<file path="config.mk">
export PLATFORM = sky130hd
export DESIGN_NAME = serial_adder
export DESIGN_NICKNAME = d
export VERILOG_FILES = /design/src/rtl/serial_adder.sv
export SDC_FILE = /design/constraint.sdc
export NUM_CORES = 1
export LEC_CHECK = 0
export ABC_AREA = 1
export CORE_UTILIZATION = 45
export CTS_CLUSTER_DIAMETER = 40
export DETAILED_ROUTE_END_ITERATION = 10
export PLACE_DENSITY = 0.71
export SYNTH_ARGS = -nofsm -noshare
export SYNTH_HDL_FRONTEND = slang
export SYNTH_SLANG_ARGS = --single-unit
</file>
<file path="constraint.sdc">
create_clock -name clk -period 1.5 [get_ports clk]
set_input_delay 0.3 -clock clk [delete_from_list [all_inputs] [get_ports clk]]
set_output_delay 0.3 -clock clk [all_outputs]
set_load 0.01 [all_outputs]
</file>
<file path="src/rtl/serial_adder.sv">
// Bit-serial ripple adder: one sum bit per clock, LSB first, result published on entry to DONE.
// Define SERIAL_ADDER_OVF_EN to add the registered signed-overflow output ovf.
module serial_adder #(
  parameter int WIDTH = 8
) (
  input  logic             clk,
  input  logic             rst,
  input  logic             start,
  input  logic [WIDTH-1:0] a,
  input  logic [WIDTH-1:0] b,
  input  logic             cin,
  output logic             busy,
  output logic             done,
  output logic [WIDTH-1:0] sum,
  output logic             cout
`ifdef SERIAL_ADDER_OVF_EN
  ,
  output logic             ovf
`endif
);

  localparam int CW = $clog2(WIDTH + 1);

  localparam logic [1:0] IDLE = 2'd0;
  localparam logic [1:0] RUN  = 2'd1;
  localparam logic [1:0] DONE = 2'd2;

  logic [1:0]       state_q, state_d;
  logic [WIDTH-1:0] a_sr, b_sr, res_sr;
  logic [WIDTH-1:0] res_next;
  logic [CW-1:0]    cnt_q;
  logic             carry_q;
  logic             bit_s, carry_n, last_bit;

  // One full-adder slice working on the LSBs of the operand shift registers.
  assign bit_s    = a_sr[0] ^ b_sr[0] ^ carry_q;
  assign carry_n  = (a_sr[0] & b_sr[0]) | (a_sr[0] & carry_q) | (b_sr[0] & carry_q);
  assign res_next = {bit_s, res_sr[WIDTH-1:1]};
  assign last_bit = (cnt_q == CW'(WIDTH - 1));

  assign busy = (state_q != IDLE);
  assign done = (state_q == DONE);

  // NOTE: combinational blocks assign every output a default first so no latch can be inferred.
  always_comb begin
    state_d = state_q;
    case (state_q)
      IDLE:    if (start) state_d = RUN;
      RUN:     if (last_bit) state_d = DONE;
      DONE:    state_d = IDLE;
      default: state_d = IDLE;
    endcase
  end

  // NOTE: sequential state uses non-blocking assignments so every flop samples pre-edge values.
  always_ff @(posedge clk) begin
    if (rst) begin
      state_q <= IDLE;
      a_sr    <= '0;
      b_sr    <= '0;
      res_sr  <= '0;
      cnt_q   <= '0;
      carry_q <= 1'b0;
      sum     <= '0;
      cout    <= 1'b0;
    end else begin
      state_q <= state_d;
      case (state_q)
        IDLE: begin
          if (start) begin
            a_sr    <= a;
            b_sr    <= b;
            res_sr  <= '0;
            carry_q <= cin;
            cnt_q   <= '0;
          end
        end
        RUN: begin
          a_sr    <= a_sr >> 1;
          b_sr    <= b_sr >> 1;
          res_sr  <= res_next;
          carry_q <= carry_n;
          cnt_q   <= cnt_q + CW'(1);
          // The final slice is folded straight into the outputs so done lands WIDTH edges after accept.
          if (last_bit) begin
            sum  <= res_next;
            cout <= carry_n;
          end
        end
        default: ;
      endcase
    end
  end

`ifdef SERIAL_ADDER_OVF_EN
  // Signed overflow: carry into the MSB slice differs from carry out of it.
  always_ff @(posedge clk) begin
    if (rst) begin
      ovf <= 1'b0;
    end else if (state_q == RUN && last_bit) begin
      ovf <= carry_q ^ carry_n;
    end
  end
`endif

endmodule

</file>
==> results of run 1 <==
## cells in the mapped netlist, drive strengths merged
| master | n |
|---|---|
| a21oi | 18 |
| buf | 9 |
| clkbuf | 2 |
| dfxtp | 39 |
| fa | 1 |
| ha | 1 |
| inv | 29 |
| nand2 | 85 |
| nand3 | 29 |
| nor2 | 33 |
| o21ai | 2 |
## area by class of cell
type | instances | share of cell area [%]
Sequential cell | 39 | 34.8
Multi-Input combinational cell | 169 | 34.3
Timing Repair Buffer | 41 | 18.4
Inverter | 29 | 4.82
Clock buffer | 5 | 3.05
Tap cell | 48 | 2.66
Clock inverter | 3 | 1.94
## report_power, final
part	switching, mW	leakage [nW]	internal, mW
Combinational	0.147	0.778	0.131
Sequential	0.0220	0.319	1.08
Clock	0.368	0.0581	0.495
## routing by layer
metal | vias up | global-route usage, %
met5 | - | 0
met4 | 0 | 10.0
met3 | 6 | 4.82
met2 | 23 | 32.0
met1 | 662 | 23.8
li1 | 836 | -
## tightest hold or removal path, delay by kind of cell (launching register included)
| kind | cells | cell delay (ns) |
|---|---|---|
| flops | 1 | 0.32 |
| buf+inv | 1 | 0.05 |
| compound gates | 1 | 0.05 |
## flip-flops by register name, indices dropped and copies added, names as in the netlist
name     cells
a_sr         8
b_sr         8
sum          8
res_sr       7
cnt_q        4
state_q      2
carry_q      1
cout         1
## worst max path at each step
stage / end / slack (ns)
after floorplan: busy / 0.31
after CTS: sum[6] / 0.01
final: cout / 0.03
after global routing: cout / 0.0004
after global placement: cnt_q[2] / 0.06
after detailed placement: cnt_q[2] / 0.0001
## logic make-up (layout without fill, tap and decap cells)
group | Yosys count | in the layout | synth area share, %
fa+ha+maj | 2 | 2 | 1.87
compound gates | 20 | 20 | 6.42
buf+inv | 40 | 78 | 10.4
flops | 39 | 39 | 45.0
simple gates | 147 | 147 | 36.3
## cell usage in the layout, fill, tap and decap left out
master	count
nand2_1	84
nor2_2	1
dfxtp_4	1
clkdlybuf4s50_1	24
buf_12	2
clkinv_4	1
dlygate4sd2_1	2
nand2_4	1
dfxtp_2	1
nand3_1	29
fa_1	1
inv_1	28
a21oi_1	18
dfxtp_1	37
dlymetal6s2s_1	4
nor2_8	2
nor2_1	30
ha_1	1
o21ai_4	1
inv_2	1
clkbuf_8	5
o21ai_0	1
clkinv_2	1
buf_4	9
bufinv_16	1
## through the flow
step / std cells / instance area (um2) / util (%)
global placement: 326 / 2130 / 57.8
floorplan: 248 / 1740 / -
detailed placement: 326 / 2130 / 57.8
global route: 334 / 2260 / 61.2
CTS: 334 / 2250 / 60.9
finish: 334 / 2260 / 61.2
## timing repair
item / CTS / global route
endpoints found under the setup margin: 2 / 4
buffers inserted: 0 / 0
hold endpoints to repair: 0 / 0
resized for setup: 5 / 4
==> reports/qor.csv, run 1 <==
stage;metric;value;unit
outcome;status;finished, final reports clean;
drt;drt total wl;3460;um
synth;sequential share of the synthesized area;45.0;%
timing;Rel. slew slack;65.9;%
timing;Worst-Margin Slew;0.511;ns
critical_path;Worst path top cell family by delay;buffers and inverters;
cts;hold_buf cts;0;
layout;Fill cells;362;
synth;synthesis-stage register bit count;39;
placement;dpl ws;0.000121;ns
synth;Yosys top cell area share;45.0;%
timing;setup TNS;0;ns
die;Die W;64.1;um
grt;first-pass GRT wire length;6040;um
die;IO Pins;31;
drt;wire length on met2;1630;um
timing;worst hold slack;0.450;ns
critical_path;Crit Path Class;reg2out;
grt;total gr overflow;0;
die;row cnt;22;
drt;DRC;0;
synth;Post-Syn Area;0.00174;mm2
layout;layout cells sized above 1;9.44;%
synth;Post-Syn Area per Cell;7.00;um2
layout;area growth from synthesis to layout;30.1;%
drt;WL/cell;10.4;um
timing;Tmin final;1.47;ns
cts;H-tree Lvls;2;
layout;Final #Nets;307;
layout;n_diodes;0;
critical_path;FF-to-FF path depth;7;
grt;GRT Total Usage;19.6;%
placement;routability cong.;0.771;
critical_path;CP startpoint kind;register;
cts;Sink Count;39;
synth;Unique masters post-synth;19;
drt;via count;1527;
cts;Root Buffer;clkbuf_8;
pwr;Pleak;1.15;nW
die;Core Footprint;0.00369;mm2
grt;vias in the first global route;1378;
critical_path;CP Cell Sequence;clkdlybuf4s50_1;
synth;Area contributors post-synth;dfxtp_1 (45%), nand2_1 (18%), nand3_1 (8.4%);
synth;Post-Syn Nets;270;
critical_path;CP startpoint;cout;
layout;FF+latch area;786;um2
job;max_cap viols;0;
critical_path;CP arrival;1.17;ns
pwr;Max VDD drop;0.000752;V
hold_path;hold path endpoint;a_sr[2];
timing;unrepaired setup endpoints after global routing;false;
critical_path;CP required;1.20;ns
die;Die Area;0.00411;mm2
pwr;PD cells;992;mW/mm2
critical_path;r2r startpoint;cnt_q[0];
critical_path;critical path's largest stage delay;0.54;ns
critical_path;CP max-delay cell;clkdlybuf4s50_1;
timing;final worst slack;0.0289;ns
cts;clk buf depth;2;
timing;Final setup viols;0;
critical_path;reg2reg end;cout;
drt;post-route ant nets;0;
critical_path;CP Depth;1;
drt;uppermost layer routed;met4;
grt;largest net degree at the start of global routing;28;
drt;met3 wire length;129;um
cts;CTS tree;done;
placement;buffers added on ports;30;
synth;Gate Count Post-Synth;248;
drt;met1 WL;1640;um
grt;initial antenna violation count;0;
timing;worst clock skew;0.00774;ns
synth;area leader, netlist;dfxtp_1;
drt;1st-iter DRT viols;49;
critical_path;crit end category;primary output;
timing;fmax;680;MHz
pwr;Final Power;2.24;mW
critical_path;crit path max fanout;2;
timing;Final Max Tran Viols;0;
hold_path;HP Start;a_sr[2];
die;height of the die;64.1;um
hold_path;Hold Crit Class;reg2reg;
cts;CTS clock-pin slew for the worst setup and hold paths;0.08;ns
drt;TritonRoute pass-1 iters;4;
cts;CTS Buf Count;5;
critical_path;Buf+Inv Stages, Crit Path;1;
hold_path;WHS Path Cells;2;
timing;final hold viol count;0;
synth;Synth Warn #;0;
cts;Worst-Skew Late Latency;0.29;ns
layout;Multi-input gate area;774;um2
timing;fin crit share;98.1;%
placement;DP HPWL;2400;um
critical_path;r2r setup slk;0.18;ns
die;Starting Density;47.0;%
drt;vias per inst;4.57;
Power figures use the tool's default switching activity.
==> run 2: changes to the inputs <==
--- a/config.mk
+++ b/config.mk
@@ -6,9 +6,12 @@
 export NUM_CORES = 1
 export LEC_CHECK = 0
 export ABC_AREA = 1
+export CAP_MARGIN = 0
 export CORE_UTILIZATION = 45
+export CTS_BUF_LIST = sky130_fd_sc_hd__clkbuf_2
 export CTS_CLUSTER_DIAMETER = 40
 export DETAILED_ROUTE_END_ITERATION = 10
+export GPL_TIMING_DRIVEN = 0
 export PLACE_DENSITY = 0.71
 export SYNTH_ARGS = -nofsm -noshare
 export SYNTH_HDL_FRONTEND = slang
==> run 2 against run 1 <==
  * Non-clock buffer count up 4
  * Total power down 17%
  * Wire length rose by 6.1%
  * Worst setup slack better by 0.019 ns
  * Sequential share of layout area rose by 1.5 points
  * Register-to-register slack about the same
  * Worst hold slack worse by 0.29 ns
  * Largest power group unchanged
==> reports/qor.csv, run 2 (synthesized netlist as in run 1, its figures left out) <==
stage;metric;value;unit
outcome;status;finished, final reports clean;
timing;worst hold slack;0.161;ns
cts;hold_buf cts;0;
critical_path;crit path max fanout;3;
critical_path;CP required;1.20;ns
critical_path;crit end category;primary output;
layout;Regs by FF count;a_sr: 8 flops, b_sr: 8 flops, sum: 8 flops;
timing;final hold viol count;0;
job;max_cap viols;0;
pwr;Final Power;1.87;mW
timing;Rel. slew slack;64.2;%
placement;buffers added on ports;28;
pwr;PD cells;849;mW/mm2
timing;Worst-Margin Slew;0.537;ns
grt;GRT Total Usage;20.6;%
layout;layout cells sized above 1;14.5;%
timing;worst clock skew;0.0156;ns
layout;Core Util, Final;59.7;%
layout;Final Non-Filler Cells;338;
critical_path;Crit Path Class;reg2out;
die;row cnt;22;
cts;CTS Buf Count;5;
drt;via count;1575;
die;Die W;64.1;um
layout;area growth from synthesis to layout;26.8;%
layout;n_diodes;0;
cts;Sink Count;39;
timing;fmax;688;MHz
drt;WL/cell;10.9;um
layout;most common cell after layout, fill and taps aside;nand2_1;
drt;drt total wl;3670;um
timing;Final Max Tran Viols;0;
cts;CTS clock-pin slew for the worst setup and hold paths;0.21;ns
drt;TritonRoute pass-1 iters;4;
grt;total gr overflow;0;
drt;post-route ant nets;0;
die;Core Footprint;0.00369;mm2
timing;Final setup viols;0;
cts;CTS tree;done;
cts;H-tree Lvls;2;
grt;largest net degree at the start of global routing;14;
drt;1st-iter DRT viols;70;
timing;unrepaired setup endpoints after global routing;true;
grt;vias in the first global route;1487;
critical_path;CP arrival;1.15;ns
die;IO Pins;31;
drt;vias per inst;4.66;
placement;Cells after DPL;324;
pwr;Max VDD drop;0.000537;V
die;height of the die;64.1;um
pwr;Pleak;1.10;nW
placement;DP HPWL;2540;um
layout;Final #Nets;311;
cts;clk buf depth;2;
grt;initial antenna violation count;0;
hold_path;Hold Crit Class;in2reg;
layout;Final Cell Area;0.00220;mm2
timing;fin crit share;96.8;%
die;Starting Density;47.0;%
layout;most frequent cells in the layout;nand2_1 (84), nor2_1 (29), nand3_1 (29), dfxtp_1 (28), inv_1 (27);
cts;Root Buffer;clkbuf_2;
critical_path;CP startpoint kind;register;
cts;Worst-Skew Late Latency;0.41;ns
placement;dpl cell area;0.00208;mm2
die;Die Area;0.00411;mm2
timing;Tmin final;1.45;ns
grt;first-pass GRT wire length;6460;um
drt;DRC;0;
placement;routability cong.;0.768;
run 2: cell types whose count changed in the layout (fill, tap and decap cells not counted), moves of 3 or more:
| cell | change |
|---|---|
| dlygate4sd2_1 | +7 |
| clkbuf_8 | -5 |
| buf_2 | +3 |
| dfxtp_1 | -9 |
| buf_6 | +5 |
| clkbuf_2 | +5 |
| dlymetal6s2s_1 | -4 |
| buf_4 | -3 |
| clkdlybuf4s50_1 | -7 |
| dfxtp_2 | +8 |
run 2: timing repair:
action	in CTS	in global routing
gates resized for setup	35	3
buffers inserted	6	1
cloned	0	0
pin swaps	1	2
setup endpoints to repair	11	12
run 2: worst max-delay path, cell delays in order, from the launching register on:
cell	delay [ns]
dfxtp_4	0.40
inv_1	0.17
nor2_4	0.05
buf_6	0.12
run 2: path summary, 6_finish.rpt:
check        depth (start not counted)  endpoint        from  slack, ns
max                                  3      done  state_q[1]       0.05
min                                  2  cnt_q[1]         rst       0.16
max reg2reg                          9   b_sr[6]  state_q[0]       0.17
min reg2reg                          2   a_sr[5]     a_sr[5]       0.46
run 2: per-stage QoR:
stage,setup TNS (ns),worst slack [ns]
6_report,0,0.0475
4_1_cts,0,0.00228
3_3_place_gp,-0.360,-0.284
5_1_grt,-0.0218,-0.0218
2_1_floorplan,0,0.311
3_5_place_dp,-0.353,-0.281
run 2: final cells by class:
class | instances | area [um2]
Clock inverter | 3 | 20.0
Tap cell | 48 | 60.1
Fill cell | 377 | 1490
Sequential cell | 39 | 800
Multi-Input combinational cell | 169 | 787
Timing Repair Buffer | 35 | 334
Clock buffer | 5 | 25.0
Buffer | 10 | 66.3
Inverter | 29 | 109
run 2: metal layers:
layer,global-route usage (%),share of wire [%]
met1,25.3,47
met2,33.2,48
met3,5.89,3.3
met4,9.72,2.2
met5,0,0
run 2: where the power goes:
group	total, mW	switching [mW]	internal, mW	leakage [nW]
Clock	0.471	0.361	0.110	0.0250
Sequential	1.10	0.0219	1.08	0.324
Combinational	0.299	0.160	0.140	0.748
==> run 3: changes to the inputs <==
--- a/config.mk
+++ b/config.mk
@@ -12,6 +12,7 @@
 export CTS_CLUSTER_DIAMETER = 40
 export DETAILED_ROUTE_END_ITERATION = 10
 export GPL_TIMING_DRIVEN = 0
+export HOLD_SLACK_MARGIN = 0.05
 export PLACE_DENSITY = 0.71
 export SYNTH_ARGS = -nofsm -noshare
 export SYNTH_HDL_FRONTEND = slang
==> results of run 3 <==
Final layout, timing and power as in run 2 (identical DEF).
